**config.mk**
```make
export PLATFORM = sky130hd
export DESIGN_NAME = base_cntr_sweep
export DESIGN_NICKNAME = d
export VERILOG_FILES = /design/src/rtl/base_cntr_sweep.sv
export SDC_FILE = /design/constraint.sdc
export NUM_CORES = 1
export LEC_CHECK = 0
export CAP_MARGIN = 5
export CORE_MARGIN = 3
export CORE_UTILIZATION = 39
export DETAILED_ROUTE_END_ITERATION = 16
export PLACE_DENSITY = 0.76
export SLEW_MARGIN = 20
export SYNTH_ARGS = -nofsm -noshare
export SYNTH_HDL_FRONTEND = slang
export SYNTH_SLANG_ARGS = --single-unit
```
**constraint.sdc**
```tcl
create_clock -name clk -period 2 [get_ports clk]
set_input_delay 0.2 -clock clk [delete_from_list [all_inputs] [get_ports clk]]
set_output_delay 0.2 -clock clk [all_outputs]
set_load 0.02 [all_outputs]
```
**src/rtl/base_cntr_sweep.sv**
```systemverilog
// base_cntr_sweep
//   Read initiator for the SRAM-backed counter bank. A start request begins a
//   sweep. The sweep issues one read per counter address 0..n-1, and at most
//   max_out reads are in flight at any time. Read data comes back in order.
//   Each word is tagged with its address and streamed out through a single
//   output register stage.
//
// Ports
//   clk, reset                 clock, synchronous active-high reset
//   i_start_v / i_start_r      sweep request handshake (ready only while idle)
//   o_rd_v / o_rd_r / o_rd_a   read request to the counter bank
//   i_rd_v / i_rd_r / i_rd_d   read data from the counter bank
//   o_v / o_r / o_a / o_d      tagged result beat
//   o_last                     result beat carries address n-1
//   o_busy                     sweep in progress
//   o_done                     one-cycle pulse after the last beat is taken
module base_cntr_sweep #(
  parameter int width      = 32,
  parameter int n          = 16,
  parameter int addr_width = $clog2(n),
  parameter int max_out    = 4
) (
  input  logic                  clk,
  input  logic                  reset,
  input  logic                  i_start_v,
  output logic                  i_start_r,
  output logic                  o_rd_v,
  input  logic                  o_rd_r,
  output logic [addr_width-1:0] o_rd_a,
  input  logic                  i_rd_v,
  output logic                  i_rd_r,
  input  logic [width-1:0]      i_rd_d,
  output logic                  o_v,
  input  logic                  o_r,
  output logic [addr_width-1:0] o_a,
  output logic [width-1:0]      o_d,
  output logic                  o_last,
  output logic                  o_busy,
  output logic                  o_done
);

  localparam int cnt_width = $clog2(max_out + 1);
  localparam logic [cnt_width-1:0]  cnt_max   = cnt_width'(max_out);
  localparam logic [addr_width-1:0] addr_last = addr_width'(n - 1);

  typedef enum logic [1:0] {
    IDLE  = 2'd0,
    ISSUE = 2'd1,
    DRAIN = 2'd2
  } state_t;

  state_t                state, state_nxt;
  logic [addr_width-1:0] issue_addr;
  logic [addr_width-1:0] ret_addr;
  logic [cnt_width-1:0]  out_cnt;
  logic                  req_fire;
  logic                  load;
  logic                  out_fire;

  assign o_rd_a   = issue_addr;
  assign o_busy   = (state != IDLE);
  assign req_fire = o_rd_v & o_rd_r;
  // Data accepted while idle is stale (left over from an aborted sweep) and is dropped.
  assign load     = i_rd_v & i_rd_r & (state != IDLE);
  assign out_fire = o_v & o_r;

  // Next-state, handshake readies and request valid.
  always_comb begin
    state_nxt = state;
    i_start_r = 1'b0;
    o_rd_v    = 1'b0;
    i_rd_r    = ~o_v | o_r;
    case (state)
      IDLE: begin
        i_start_r = 1'b1;
        i_rd_r    = 1'b1;
        if (i_start_v) begin
          state_nxt = ISSUE;
        end else begin
          state_nxt = IDLE;
        end
      end
      ISSUE: begin
        // Credit check uses the registered count only; a return in the
        // same cycle does not free a slot until the next cycle.
        o_rd_v = (out_cnt < cnt_max);
        if (o_rd_v && o_rd_r && (issue_addr == addr_last)) begin
          state_nxt = DRAIN;
        end else begin
          state_nxt = ISSUE;
        end
      end
      DRAIN: begin
        if (out_fire && o_last) begin
          state_nxt = IDLE;
        end else begin
          state_nxt = DRAIN;
        end
      end
      default: begin
        state_nxt = IDLE;
      end
    endcase
  end

  // State, issue/return address counters and in-flight credit count.
  always_ff @(posedge clk) begin
    if (reset) begin
      state      <= IDLE;
      issue_addr <= '0;
      ret_addr   <= '0;
      out_cnt    <= '0;
    end else begin
      state <= state_nxt;
      if ((state == IDLE) && i_start_v) begin
        issue_addr <= '0;
        ret_addr   <= '0;
      end else begin
        if (req_fire) begin
          issue_addr <= issue_addr + addr_width'(1);
        end
        if (load) begin
          ret_addr <= ret_addr + addr_width'(1);
        end
      end
      case ({req_fire, load})
        2'b10:   out_cnt <= out_cnt + cnt_width'(1);
        2'b01:   out_cnt <= out_cnt - cnt_width'(1);
        default: out_cnt <= out_cnt;
      endcase
    end
  end

  // Output register stage and completion pulse.
  always_ff @(posedge clk) begin
    if (reset) begin
      o_v    <= 1'b0;
      o_a    <= '0;
      o_d    <= '0;
      o_last <= 1'b0;
      o_done <= 1'b0;
    end else begin
      if (load) begin
        o_v    <= 1'b1;
        o_d    <= i_rd_d;
        o_a    <= ret_addr;
        o_last <= (ret_addr == addr_last);
      end else if (out_fire) begin
        o_v <= 1'b0;
      end
      o_done <= (state == DRAIN) && out_fire && o_last;
    end
  end

endmodule
```
==> impl_metrics.csv <==
group,metric,value,unit
floorplan,initial_core_util,40.8,%
route,num_vias,2125,
cts,path_clk_slew,0.09,ns
grt,first_global_vias,2082,
cts,clock-sinks,52,
layout,antennaDiodeCount,0,
worst_setup_path,rr_startpoint,"state[0]",
cts,cts_made_buffers,5,
sta,holdWs,0.440,ns
grt,grt_max_degree,46,
cts,htree_levels,2,
sta,fmax,533,MHz
cts,cts_tree,"built",
sta,finClkSkew,0.00792,ns
layout,syn_to_final_growth,51.1,%
grt,grt_first_pass_wirelength,9520,um
placement,gp_congestion,0.818,
route,drc,0,
cts,cts_resized,1,
sta,finalWorstSetupSlack,0.125,ns
grt,grtUsageTotal,18.8,%
sta,rsz0062_at_grt,"false",
grt,grt_overflow,0,
route,wire_per_inst,14.0,um
sta,finalCritPeriodShare,93.8,%
worst_setup_path,ff2ff_path_depth,8,
grt,grt_antenna_before_repair,0,
cts,cts-root-buf,"clkbuf_8",
hold_path,hold_start,"i_rd_d[16]",
route,ant_nets,0,
synthesis,netlist_area,0.00211,mm^2
hold_path,hold_path_class,"in2reg",
route,wirelength,5690,um
flow_run,maxCapViolCount,0,
worst_setup_path,cp_cell_sequence,"and4bb_1, inv_2, ha_2, inv_1, fa_2, xor2_1, or3_1, a21oi_1",
floorplan,dieArea,0.00632,mm^2
synthesis,synthCells,254,
worst_setup_path,crit_required,2.24,ns
worst_setup_path,worst_r2r_endpoint,"out_cnt[2]",
synthesis,synth-main-ff-cell,"dfxtp_1",
worst_setup_path,worst_setup_path_start_kind,"flop",
worst_setup_path,critical_path_class,"reg2reg",
synthesis,avgSynthCellArea,8.30,um^2
floorplan,die_h,79.5,um
sta,slew_headroom,73.0,%
synthesis,ys_types,30,
worst_setup_path,crit_path_top_delay_cell,"dfxtp_1",
route,vias_per_cell,5.22,
pwr,leakage,1.09,nW
floorplan,core-area,0.00517,mm^2
sta,tns,0,ns
cts,ctsHoldBuffers,0,
placement,post-place-ws,-0.121,ns
synthesis,async_reset_ff_share,0,%
cts,post_cts_buffers,0,
placement,dp_cells,399,
synthesis,ys_seq_area_share,49.4,%
placement,dpl.hpwl,3900,um
layout,drive_above_1_share,8.61,%
floorplan,die_w,79.5,um
layout,stdcell_count,407,
pwr,ir_drop,0.296,mV
layout,nets,378,
synthesis,ys_warn_count,0,
worst_setup_path,cpPeakStageDelay,0.38,ns
worst_setup_path,arrival,2.12,ns
route,drt_iter0_drc,129,
pwr,power_density,663,mW/mm^2
sta,slew_violations,0,
synthesis,synth_edf_count,0,
cts,worstSkewPairLatency,0.31,ns
sta,final-setup-viol-count,0,
synthesis,ys_seq_elements,52,
cts,cts_buffer_depth,2,
placement,io_buffers,84,
status,outcome,"finished, final reports clean",
worst_setup_path,end_kind,"flop",
sta,worstMarginPinSlew,0.405,ns
worst_setup_path,cp_max_fo,7,
floorplan,io_pins,85,
route,drtPass1Iterations,4,
hold_path,min_to,"o_d[16]",
hold_path,whs_path_depth,3,
sta,hold_viol,0,
worst_setup_path,r2r_slack,0.12,ns
sta,post-route-min-period,1.88,ns
synthesis,syn_nets,296,
floorplan,rows,26,
layout,fill_cells,460,
-- synthesized netlist by cell type (2+ instances only) --
library cell	n	share of area (%)
or4_1	3	1.1
a21oi_1	47	11
o31ai_1	3	1.1
o21ai_1	9	2.1
o21ai_0	33	7.8
clkbuf_2	2	0.47
ha_1	3	1.8
buf_2	6	1.4
nor2_1	12	2.1
dfxtp_1	52	49
xor2_1	2	0.83
inv_1	6	1.1
nand4_1	2	0.59
nand3_1	40	9.5
or3_1	3	0.89
nand2_1	4	0.71
nand2b_1	2	0.59
clkbuf_1	13	2.3
-- through the flow --
stage / cell area (um^2) / util, % / power (mW)
final: 3190 / 61.6 / 2.11
after floorplan: 2140 / - / 1.28
after global routing: 3190 / 61.6 / 2.21
after CTS: 3180 / 61.5 / 2.13
after global placement: 3070 / 59.3 / 1.46
after detailed placement: 3070 / 59.3 / 1.46
-- power breakdown --
group	leakage [nW]	internal, mW	switching [mW]
clock network	0.0540	0.328	0.346
registers	0.424	1.07	0.0229
logic	0.609	0.177	0.168
total	1.09	1.58	0.537
-- cells in the final DEF (no fill, tap or decap), types with 2 or more instances in the layout --
cell	n
a21oi_1	47
buf_4	12
clkbuf_8	5
clkdlybuf4s50_1	83
dfxtp_1	50
dfxtp_4	2
ha_1	2
inv_1	6
nand2_1	4
nand2b_1	2
nand3_1	40
nand4_1	2
nor2_1	11
o21ai_0	33
o21ai_1	9
o31ai_1	3
or3_1	3
or4_1	3
xor2_1	2
-- worst max-delay path, delay by kind of cell (launching register included) --
kind	cells	cell delay [ns]
AO/OA/AOI/OAI	1	0.12
XOR/XNOR	1	0.17
adder cells (fa/ha/maj)	2	0.49
buffers and inverters	2	0.11
flip-flops	1	0.38
AND/OR/NAND/NOR	2	0.55
-- flip-flops by register name, summed over array words and instances (netlist names) --
| signal | cells |
|---|---|
| o_v | 1 |
| o_done | 1 |
| o_d | 32 |
| ret_addr | 4 |
| o_a | 4 |
| o_last | 1 |
| o_rd_a | 4 |
| state | 2 |
| out_cnt | 3 |
-- worst max path at each step --
stage | startpoint | endpoint | slack [ns] | cells past startpoint
floorplan | o_v | out_cnt[2] | -0.04 | 10
global placement | o_rd_r | out_cnt[2] | -0.07 | 9
detailed placement | o_rd_r | out_cnt[2] | -0.12 | 9
CTS | state[1] | i_rd_r | 0.01 | 5
global route | state[0] | out_cnt[2] | 0.008 | 8
finish | state[0] | out_cnt[2] | 0.12 | 8
-- per-layer routing --
layer  up-vias  wire length (um)  GRT usage [%]
li1       1066                 -              -
met1       992              2560           23.1
met2        60              2750           31.6
met3         7               298           4.29
met4         0                87           7.56
met5         -                 0              0
-- cell type report --
class	count	area (um^2)	area share, %
flip-flops and latches	52	1050	32.9
repair buffers	98	965	30.3
multi-input cells	172	952	29.9
clock buffers	7	97.6	3.06
well taps	70	87.6	2.75
inverters	7	26.3	0.825
clock inverters	1	8.76	0.275
-- cells by family (layout without fill, tap and decap cells) --
| family | after synthesis | after routing | synth area share, % |
|---|---|---|---|
| xor gates and xnor gates | 3 | 3 | 1.25 |
| buffers and inverters | 30 | 113 | 6.17 |
| AOI/OAI and AO/OA | 96 | 96 | 23.8 |
| and+or+nand+nor | 69 | 69 | 16.7 |
| adders and majority gates | 4 | 4 | 2.73 |
| DFF | 52 | 52 | 49.4 |
(Power assumes the default switching activity.)
